**config.mk**
```make
export PLATFORM = sky130hd
export DESIGN_NAME = imem_port_arbiter_flat
export DESIGN_NICKNAME = d
export VERILOG_FILES = /design/src/rtl/imem_port_arbiter_if.sv /design/src/rtl/imem_port_arbiter.sv /design/src/flat_wrapper.sv
export SDC_FILE = /design/constraint.sdc
export NUM_CORES = 1
export LEC_CHECK = 0
export ABC_AREA = 1
export CELL_PAD_IN_SITES_DETAIL_PLACEMENT = 0
export CELL_PAD_IN_SITES_GLOBAL_PLACEMENT = 1
export CORE_ASPECT_RATIO = 2
export CORE_MARGIN = 3
export CORE_UTILIZATION = 22
export CTS_CLUSTER_SIZE = 8
export DETAILED_ROUTE_END_ITERATION = 10
export GPL_TIMING_DRIVEN = 0
export PLACE_DENSITY = 0.84
export SLEW_MARGIN = 20
export SYNTH_ARGS = -nofsm -noshare
export SYNTH_HDL_FRONTEND = slang
export SYNTH_SLANG_ARGS = --single-unit
```
**constraint.sdc**
```tcl
create_clock -name clk -period 2.34 [get_ports clk]
set_clock_uncertainty 0.2 [all_clocks]
set_input_delay 0.468 -clock clk [delete_from_list [all_inputs] [get_ports clk]]
set_output_delay 0.468 -clock clk [all_outputs]
set_load 0.05 [all_outputs]
```
**src/rtl/imem_port_arbiter_if.sv**
```systemverilog
// Bus bundle between the fetch stage, data stage, shared memory and the arbiter.
// slave = arbiter side, master = requesters/memory side.
interface imem_port_arbiter_if #(
  parameter int AW = 32,
  parameter int DW = 32
);
  logic          if_req;
  logic [AW-1:0] if_addr;
  logic          if_stall;
  logic          if_valid;
  logic [DW-1:0] if_rdata;

  logic          dm_req;
  logic          dm_we;
  logic [AW-1:0] dm_addr;
  logic [DW-1:0] dm_wdata;
  logic          dm_stall;
  logic          dm_valid;
  logic [DW-1:0] dm_rdata;

  logic [AW-1:0] mem_addr;
  logic          mem_we;
  logic [DW-1:0] mem_wdata;
  logic [DW-1:0] mem_rdata;

  modport slave (
    input  if_req, if_addr, dm_req, dm_we, dm_addr, dm_wdata, mem_rdata,
    output if_stall, if_valid, if_rdata, dm_stall, dm_valid, dm_rdata,
           mem_addr, mem_we, mem_wdata
  );

  modport master (
    output if_req, if_addr, dm_req, dm_we, dm_addr, dm_wdata, mem_rdata,
    input  if_stall, if_valid, if_rdata, dm_stall, dm_valid, dm_rdata,
           mem_addr, mem_we, mem_wdata
  );
endinterface

```
**src/rtl/imem_port_arbiter.sv**
```systemverilog
// Single-port memory arbiter: data port has priority, fetch is forced through
// after STARVE_MAX consecutive denials. Read data is registered one cycle later.
//
// state     | meaning
// ----------+------------------------------------------------------
// ST_IDLE   | no grant last cycle, both valids low
// ST_RSP_IF | fetch granted last cycle, if_rdata/if_valid presented
// ST_RSP_DM | data port granted last cycle, dm_valid presented
module imem_port_arbiter #(
  parameter int AW         = 32,
  parameter int DW         = 32,
  parameter int STARVE_MAX = 4
) (
  input  logic                  clk,
  input  logic                  rst_n,
  imem_port_arbiter_if.slave    bus
);

  typedef enum logic [1:0] {
    ST_IDLE   = 2'd0,
    ST_RSP_IF = 2'd1,
    ST_RSP_DM = 2'd2
  } state_t;

  state_t        r_state;
  state_t        w_state_nxt;
  logic [3:0]    r_starve_cnt;
  logic [3:0]    w_starve_nxt;
  logic [DW-1:0] r_if_rdata;
  logic [DW-1:0] r_dm_rdata;

  logic w_force_if;
  logic w_gnt_dm;
  logic w_gnt_if;

  assign w_force_if = bus.if_req && (r_starve_cnt == 4'(STARVE_MAX));
  assign w_gnt_dm   = bus.dm_req && !w_force_if;
  assign w_gnt_if   = bus.if_req && !w_gnt_dm;

  always_comb begin
    w_state_nxt  = ST_IDLE;
    w_starve_nxt = 4'd0;
    if (w_gnt_dm) begin
      w_state_nxt = ST_RSP_DM;
    end else if (w_gnt_if) begin
      w_state_nxt = ST_RSP_IF;
    end
    // Denied fetch counts up, saturating; any fetch grant or idle fetch clears it.
    if (bus.if_req && !w_gnt_if) begin
      w_starve_nxt = (r_starve_cnt == 4'(STARVE_MAX)) ? r_starve_cnt : r_starve_cnt + 4'd1;
    end
  end

  always_ff @(posedge clk) begin
    if (!rst_n) begin
      r_state      <= ST_IDLE;
      r_starve_cnt <= 4'd0;
      r_if_rdata   <= '0;
      r_dm_rdata   <= '0;
    end else begin
      r_state      <= w_state_nxt;
      r_starve_cnt <= w_starve_nxt;
      if (w_gnt_if) begin
        r_if_rdata <= bus.mem_rdata;
      end
      if (w_gnt_dm && !bus.dm_we) begin
        r_dm_rdata <= bus.mem_rdata;
      end
    end
  end

  always_comb begin
    bus.mem_addr  = '0;
    bus.mem_we    = 1'b0;
    bus.mem_wdata = '0;
    if (w_gnt_dm) begin
      bus.mem_addr  = bus.dm_addr;
      bus.mem_we    = bus.dm_we;
      bus.mem_wdata = bus.dm_wdata;
    end else if (w_gnt_if) begin
      bus.mem_addr  = bus.if_addr;
    end
  end

  assign bus.if_stall = bus.if_req && !w_gnt_if;
  assign bus.dm_stall = bus.dm_req && !w_gnt_dm;
  assign bus.if_valid = (r_state == ST_RSP_IF);
  assign bus.dm_valid = (r_state == ST_RSP_DM);
  assign bus.if_rdata = r_if_rdata;
  assign bus.dm_rdata = r_dm_rdata;

endmodule

```
**src/flat_wrapper.sv**
```systemverilog
// flat-port wrapper written by rule: the top's interface ports become plain ports
module imem_port_arbiter_flat 
#(
  parameter int AW         = 32,
  parameter int DW         = 32,
  parameter int STARVE_MAX = 4
)
  (clk, rst_n, bus_if_req, bus_if_addr, bus_dm_req, bus_dm_we, bus_dm_addr, bus_dm_wdata, bus_mem_rdata, bus_if_stall, bus_if_valid, bus_if_rdata, bus_dm_stall, bus_dm_valid, bus_dm_rdata, bus_mem_addr, bus_mem_we, bus_mem_wdata);
  imem_port_arbiter_if #(.AW(AW), .DW(DW)) bus_i ();
  input  logic clk;
  input  logic rst_n;
  input wire logic [$bits(bus_i.if_req)-1:0] bus_if_req;
  input wire logic [$bits(bus_i.if_addr)-1:0] bus_if_addr;
  input wire logic [$bits(bus_i.dm_req)-1:0] bus_dm_req;
  input wire logic [$bits(bus_i.dm_we)-1:0] bus_dm_we;
  input wire logic [$bits(bus_i.dm_addr)-1:0] bus_dm_addr;
  input wire logic [$bits(bus_i.dm_wdata)-1:0] bus_dm_wdata;
  input wire logic [$bits(bus_i.mem_rdata)-1:0] bus_mem_rdata;
  output wire logic [$bits(bus_i.if_stall)-1:0] bus_if_stall;
  output wire logic [$bits(bus_i.if_valid)-1:0] bus_if_valid;
  output wire logic [$bits(bus_i.if_rdata)-1:0] bus_if_rdata;
  output wire logic [$bits(bus_i.dm_stall)-1:0] bus_dm_stall;
  output wire logic [$bits(bus_i.dm_valid)-1:0] bus_dm_valid;
  output wire logic [$bits(bus_i.dm_rdata)-1:0] bus_dm_rdata;
  output wire logic [$bits(bus_i.mem_addr)-1:0] bus_mem_addr;
  output wire logic [$bits(bus_i.mem_we)-1:0] bus_mem_we;
  output wire logic [$bits(bus_i.mem_wdata)-1:0] bus_mem_wdata;
  assign bus_i.if_req = bus_if_req;
  assign bus_i.if_addr = bus_if_addr;
  assign bus_i.dm_req = bus_dm_req;
  assign bus_i.dm_we = bus_dm_we;
  assign bus_i.dm_addr = bus_dm_addr;
  assign bus_i.dm_wdata = bus_dm_wdata;
  assign bus_i.mem_rdata = bus_mem_rdata;
  assign bus_if_stall = bus_i.if_stall;
  assign bus_if_valid = bus_i.if_valid;
  assign bus_if_rdata = bus_i.if_rdata;
  assign bus_dm_stall = bus_i.dm_stall;
  assign bus_dm_valid = bus_i.dm_valid;
  assign bus_dm_rdata = bus_i.dm_rdata;
  assign bus_mem_addr = bus_i.mem_addr;
  assign bus_mem_we = bus_i.mem_we;
  assign bus_mem_wdata = bus_i.mem_wdata;
  imem_port_arbiter #(.AW(AW), .DW(DW), .STARVE_MAX(STARVE_MAX)) u_core (.clk(clk), .rst_n(rst_n), .bus(bus_i));
endmodule
```
Word-level counts from Yosys, hierarchy flattened
Index checks and enable logic that the tools add are counted.
{"block": "op_classes", "addsub": 1, "eq_ne": 3, "mux": 6, "n_bitwise": 1, "n_reduce_logical": 12}
{"operator": "$mux 32", "n": 3}
{"operator": "$logic_and 1x1->1", "n": 6}
{"operator": "$add 4x1->4 const B", "n": 1}
{"operator": "$eq 4x3->1 const B", "n": 1}
{"operator": "$logic_not 1->1", "n": 4}
{"operator": "$eq 2x1->1 const B", "n": 1}
{"operator": "$eq 2x2->1 const B", "n": 1}
{"operator": "$mux 1", "n": 2}
{"operator": "$mux 2", "n": 1}
{"operator": "$reduce_and 2->1", "n": 1}
{"operator": "$reduce_or 2->1", "n": 1}
{"operator": "$not 1->1", "n": 1}
{"block": "word_totals", "regBits": 70, "input_bits": 133, "out_inout_bits": 133, "elab_cells": 28}

Depth between registers and ports, before layout
{"block": "depth", "depth_word": 9, "mapped_depth": 8, "mapped_depth_nobuf": 7}

Least setup slack after synthesis
Ideal clock, no wire load.
{"block": "synth_path", "path_kind": "flip-flop to output port", "start": "reg u_core.r_starve_cnt[0]", "end": "out bus_mem_wdata[10]", "arrival_ns": 1.790, "required_time_ns": 1.672, "setup_slack_ns": -0.118, "stages_incl_launch_ff": 7, "n_path_buf": 1, "path_cell_list": "dfxtp_1 inv_1 ha_1 nand4_2 nand2_2 buf_1 nor2_1"}
{"block": "synth_between", "elab_chain_cells": 5}
{"element": "start, declared", "line_no": "imem_port_arbiter.sv:27", "text": "logic [3:0] r_starve_cnt;"}
{"element": "start signal, assigned", "line_no": "imem_port_arbiter.sv:62", "text": "r_starve_cnt <= w_starve_nxt;"}
{"element": "$eq 4x3->1", "line_no": "imem_port_arbiter.sv:36", "text": "assign w_force_if = bus.if_req && (r_starve_cnt == 4'(STARVE_MAX));"}
{"element": "$logic_and 1x1->1", "line_no": "imem_port_arbiter.sv:36"}
{"element": "$logic_not 1->1", "line_no": "imem_port_arbiter.sv:37", "text": "assign w_gnt_dm = bus.dm_req && !w_force_if;"}
{"element": "$logic_and 1x1->1", "line_no": "imem_port_arbiter.sv:37"}
{"element": "$mux 32", "line_no": "imem_port_arbiter.sv:76", "text": "if (w_gnt_dm) begin"}
{"element": "end, declared", "line_no": "flat_wrapper.sv:27", "text": "output wire logic [$bits(bus_i.mem_wdata)-1:0] bus_mem_wdata;"}
No other way between the ends.

Worst setup path after layout
{"block": "layout_path", "start": "reg u_core.r_starve_cnt[1]", "end": "out bus_mem_addr[14]"}
{"block": "layout_between", "elab_chain_cells": 8}
{"element": "$eq 4x3->1 *", "line_no": "imem_port_arbiter.sv:36"}
{"element": "$logic_and 1x1->1 *", "line_no": "imem_port_arbiter.sv:36"}
{"element": "$logic_not 1->1 *", "line_no": "imem_port_arbiter.sv:37"}
{"element": "$logic_and 1x1->1 *", "line_no": "imem_port_arbiter.sv:37"}
{"element": "$logic_not 1->1", "line_no": "imem_port_arbiter.sv:38", "text": "assign w_gnt_if = bus.if_req && !w_gnt_dm;"}
{"element": "$logic_and 1x1->1", "line_no": "imem_port_arbiter.sv:38"}
{"element": "$mux 32", "line_no": "imem_port_arbiter.sv:80", "text": "end else if (w_gnt_if) begin"}
{"element": "$mux 32 *", "line_no": "imem_port_arbiter.sv:76"}
{"element": "end, declared", "line_no": "flat_wrapper.sv:25", "text": "output wire logic [$bits(bus_i.mem_addr)-1:0] bus_mem_addr;"}
Every way passes the cells marked *; elsewhere a longest branch is shown, timed or not.

==> impl_metrics.toml <==
[floorplanning]
rows = 67
core_area_um2 = 16800
ios = 266
die_area_um2 = 18900
start_util = 0.225
die_w_um = 98.6
die_height_um = 191

[critical_path]
critPathMostFrequentCell = "buf_12"
crit_path_start_kind = "flip-flop"
worstSetupPathType = "reg2out"
slowest_delay_ps = 320
end_kind = "output pin"
path_cells = "inv_2 > ha_4 > nand3_4 > a21oi_4 > buf_12 > buf_12 > nand2_2 > nand2_4 > buf_8"
cp.required_ps = 1670
cp_max_fo = 8
reg2reg_slack_ps = 550
cp.arrival_ps = 1790
reg2reg_to = "u_core.bus.dm_rdata[23]$_SDFFE_PN0P_"
r2r_start = "u_core.r_starve_cnt[1]$_SDFFE_PN0P_"
ff2ff_path_depth = 8
cp_slowest_cell = "dfxtp_2"
worstSetupStartpoint = "u_core.r_starve_cnt[1]$_SDFFE_PN0P_"

[power_and_ir_drop]
p_sw_mw = 1.53
pwr-share-comb = 0.397
power.share.switching = 0.356
p_seq_frac = 0.305
power_frac_clock = 0.298
cellPowerDensity_nw_per_um2 = 527
power_leakage_nw = 4.02
intPower_mw = 2.77
ir_drop_uv = 376

[timing]
max_clock_freq_mhz = 406
rsz0062_at_grt = "yes"
timing.final.ws_setup_ps = -121
hold_viol = 0
slew_headroom = 0.611
tns_ps = -3410
hold_ws_ps = 279
tightest_slew_ps = 582
finalCritPeriodShare = 1.05
layout_min_cycle_time_ps = 2460
drv_slew = 0
setup_viol = 46

[global_route]
grt_overflow = 0
antenna_found_initial = 0
grt_use_total = 0.174
grt_max_degree = 11
grt_pass1_wl_mm = 25.2
grt_pass1_vias = 4650

[worst_hold_path]
hold_path_depth = 2
hold_path.class = "reg2reg"
hold_start = "u_core.bus.if_rdata[7]$_SDFFE_PN0N_"
min_delay_worst_endpoint = "u_core.bus.if_rdata[7]$_SDFFE_PN0N_"

[route]
dr.first_iter.drc_count = 156
vias = 4818
viasPerCell = 4.13
wl_per_cell_um = 15.1
antenna_left = 0
firstDrtPassIters = 4
route.detailed.drc = 0
postRouteWirelength_mm = 17.6

[cells_and_area]
drive_gt1_frac = 0.245
layout_common_cells = "clkdlybuf4s50_1, nand2_1, inv_1, nor2_1, dfxtp_1"
final_common_cell = "clkdlybuf4s50_1"
area_growth_pct = 116
finalNetCount = 1091
n_fill_cell = 1628
diodes = 0

[clocking]
clk_pin_slew_ps = 50
cts-root-buf = "clkbuf_16"
htree_levels = 3
clock-sinks = 70
clockBufferDepth = 2
numCtsBuffers = 9
cts_tree = "yes"
clk_latency_ps = 340

[outcome]
outcome = "complete, but fails checks"
violations = "setup timing"

[synth]
syn-cell-area_um2 = 3780
ys_ff_latch = 70
synth_cell_types = 20
avgSynthCellArea_um2 = 5.72
yosys.area.top_type = "dfxtp_1"
synth-seq-area-share = 0.371
syn_inst = 660
synth_area_leaders = "dfxtp_1, nand2_1, inv_1, nor2_1, nand4_1"
synth_top_area_frac = 0.371
synth_fp_nets = 795
synth_warnings = 0

[placement]
gp_congestion = 0.791
dpl.hpwl_mm = 12.9
portBuffers = 264

[flow_run]
timing.max_cap.violations = 0
state kept, by name (all words and copies together) (netlist names):
signal and flops:
u_core.r_state 2, u_core.bus.if_rdata 32, u_core.bus.dm_rdata 32, u_core.r_starve_cnt 4
power by group through the flow:
stage,sequential [mW],clock (mW),combinational (mW)
2_1_floorplan,1.59,0,0.583
3_3_place_gp,1.34,0,1.45
3_5_place_dp,1.34,0,1.46
4_1_cts,1.31,1.33,1.58
5_1_grt,1.32,1.36,1.81
6_report,1.31,1.28,1.71
worst max-delay path by stage:
stage	slack, ps	to	cells past startpoint
3_5_place_dp	-1520	bus_mem_addr[22]	8
6_report	-120	bus_mem_addr[14]	9
4_1_cts	-180	bus_mem_addr[25]	9
3_3_place_gp	-1510	bus_mem_addr[22]	8
2_1_floorplan	-120	bus_mem_wdata[10]	6
5_1_grt	-190	bus_mem_addr[14]	9
repair_timing:
| action | in CTS | in global routing |
|---|---|---|
| buffers inserted | 12 | 4 |
| hold buffers | 0 | 0 |
| pin swaps | 8 | 30 |
| resized for setup | 540 | 159 |
| endpoints found under the setup margin | 67 | 68 |
| cloned | 2 | 5 |
synthesized netlist by cell type, drive strengths merged:
library cell / n
clkinv: 1
nand4: 33
nor3: 1
inv: 141
dfxtp: 70
clkbuf: 14
a21oi: 1
buf: 22
xor2: 2
o21ai: 2
nand2: 229
nand3: 3
nor2: 139
ha: 2
per-layer routing:
layer	share of wire	vias to the layer above	wire length, µm	track usage
met5	0	-	0	0
met4	0.022	0	390	0.0710
met3	0.058	21	1020	0.0365
met2	0.59	186	10300	0.359
met1	0.33	2129	5850	0.157
li1	-	2482	-	-
worst max-delay path, delay by kind of cell (launching register included):
| family | cells | cell delay, ps |
|---|---|---|
| adders and majority gates | 1 | 160 |
| AOI/OAI and AO/OA | 1 | 190 |
| and+or+nand+nor | 3 | 240 |
| DFF | 1 | 320 |
| buffers and inverters | 4 | 530 |
logic make-up after synthesis:
family                     Yosys count  synth area share
buffers and inverters              178             0.183
DFF                                 70             0.371
and+or+nand+nor                    405             0.429
adders and majority gates            2           0.00663
AOI/OAI and AO/OA                    3           0.00497
xor gates and xnor gates             2           0.00464
per-stage QoR:
step / instance area (µm²) / worst slack, ps / instances / power [mW] / util
3_3_place_gp: 6730 / -1510 / 1131 / 2.79 / 0.401
3_5_place_dp: 6730 / -1520 / 1131 / 2.80 / 0.401
4_1_cts: 7490 / -177 / 1159 / 4.22 / 0.447
5_1_grt: 8160 / -192 / 1166 / 4.49 / 0.487
6_report: 8160 / -121 / 1166 / 4.30 / 0.487
2_1_floorplan: 3830 / -118 / 660 / 2.18 / -
area by class of cell:
class / count / area [µm²] / share of cell area
plain buffers: 34 / 268 / 0.0328
inverters: 142 / 542 / 0.0664
repair buffers: 287 / 3180 / 0.389
flip-flops and latches: 70 / 1400 / 0.172
clock inverters: 1 / 5.00 / 0.000613
well taps: 207 / 259 / 0.0317
multi-input cells: 412 / 2240 / 0.274
clock buffers: 13 / 270 / 0.0331
(Power assumes the default switching activity.)
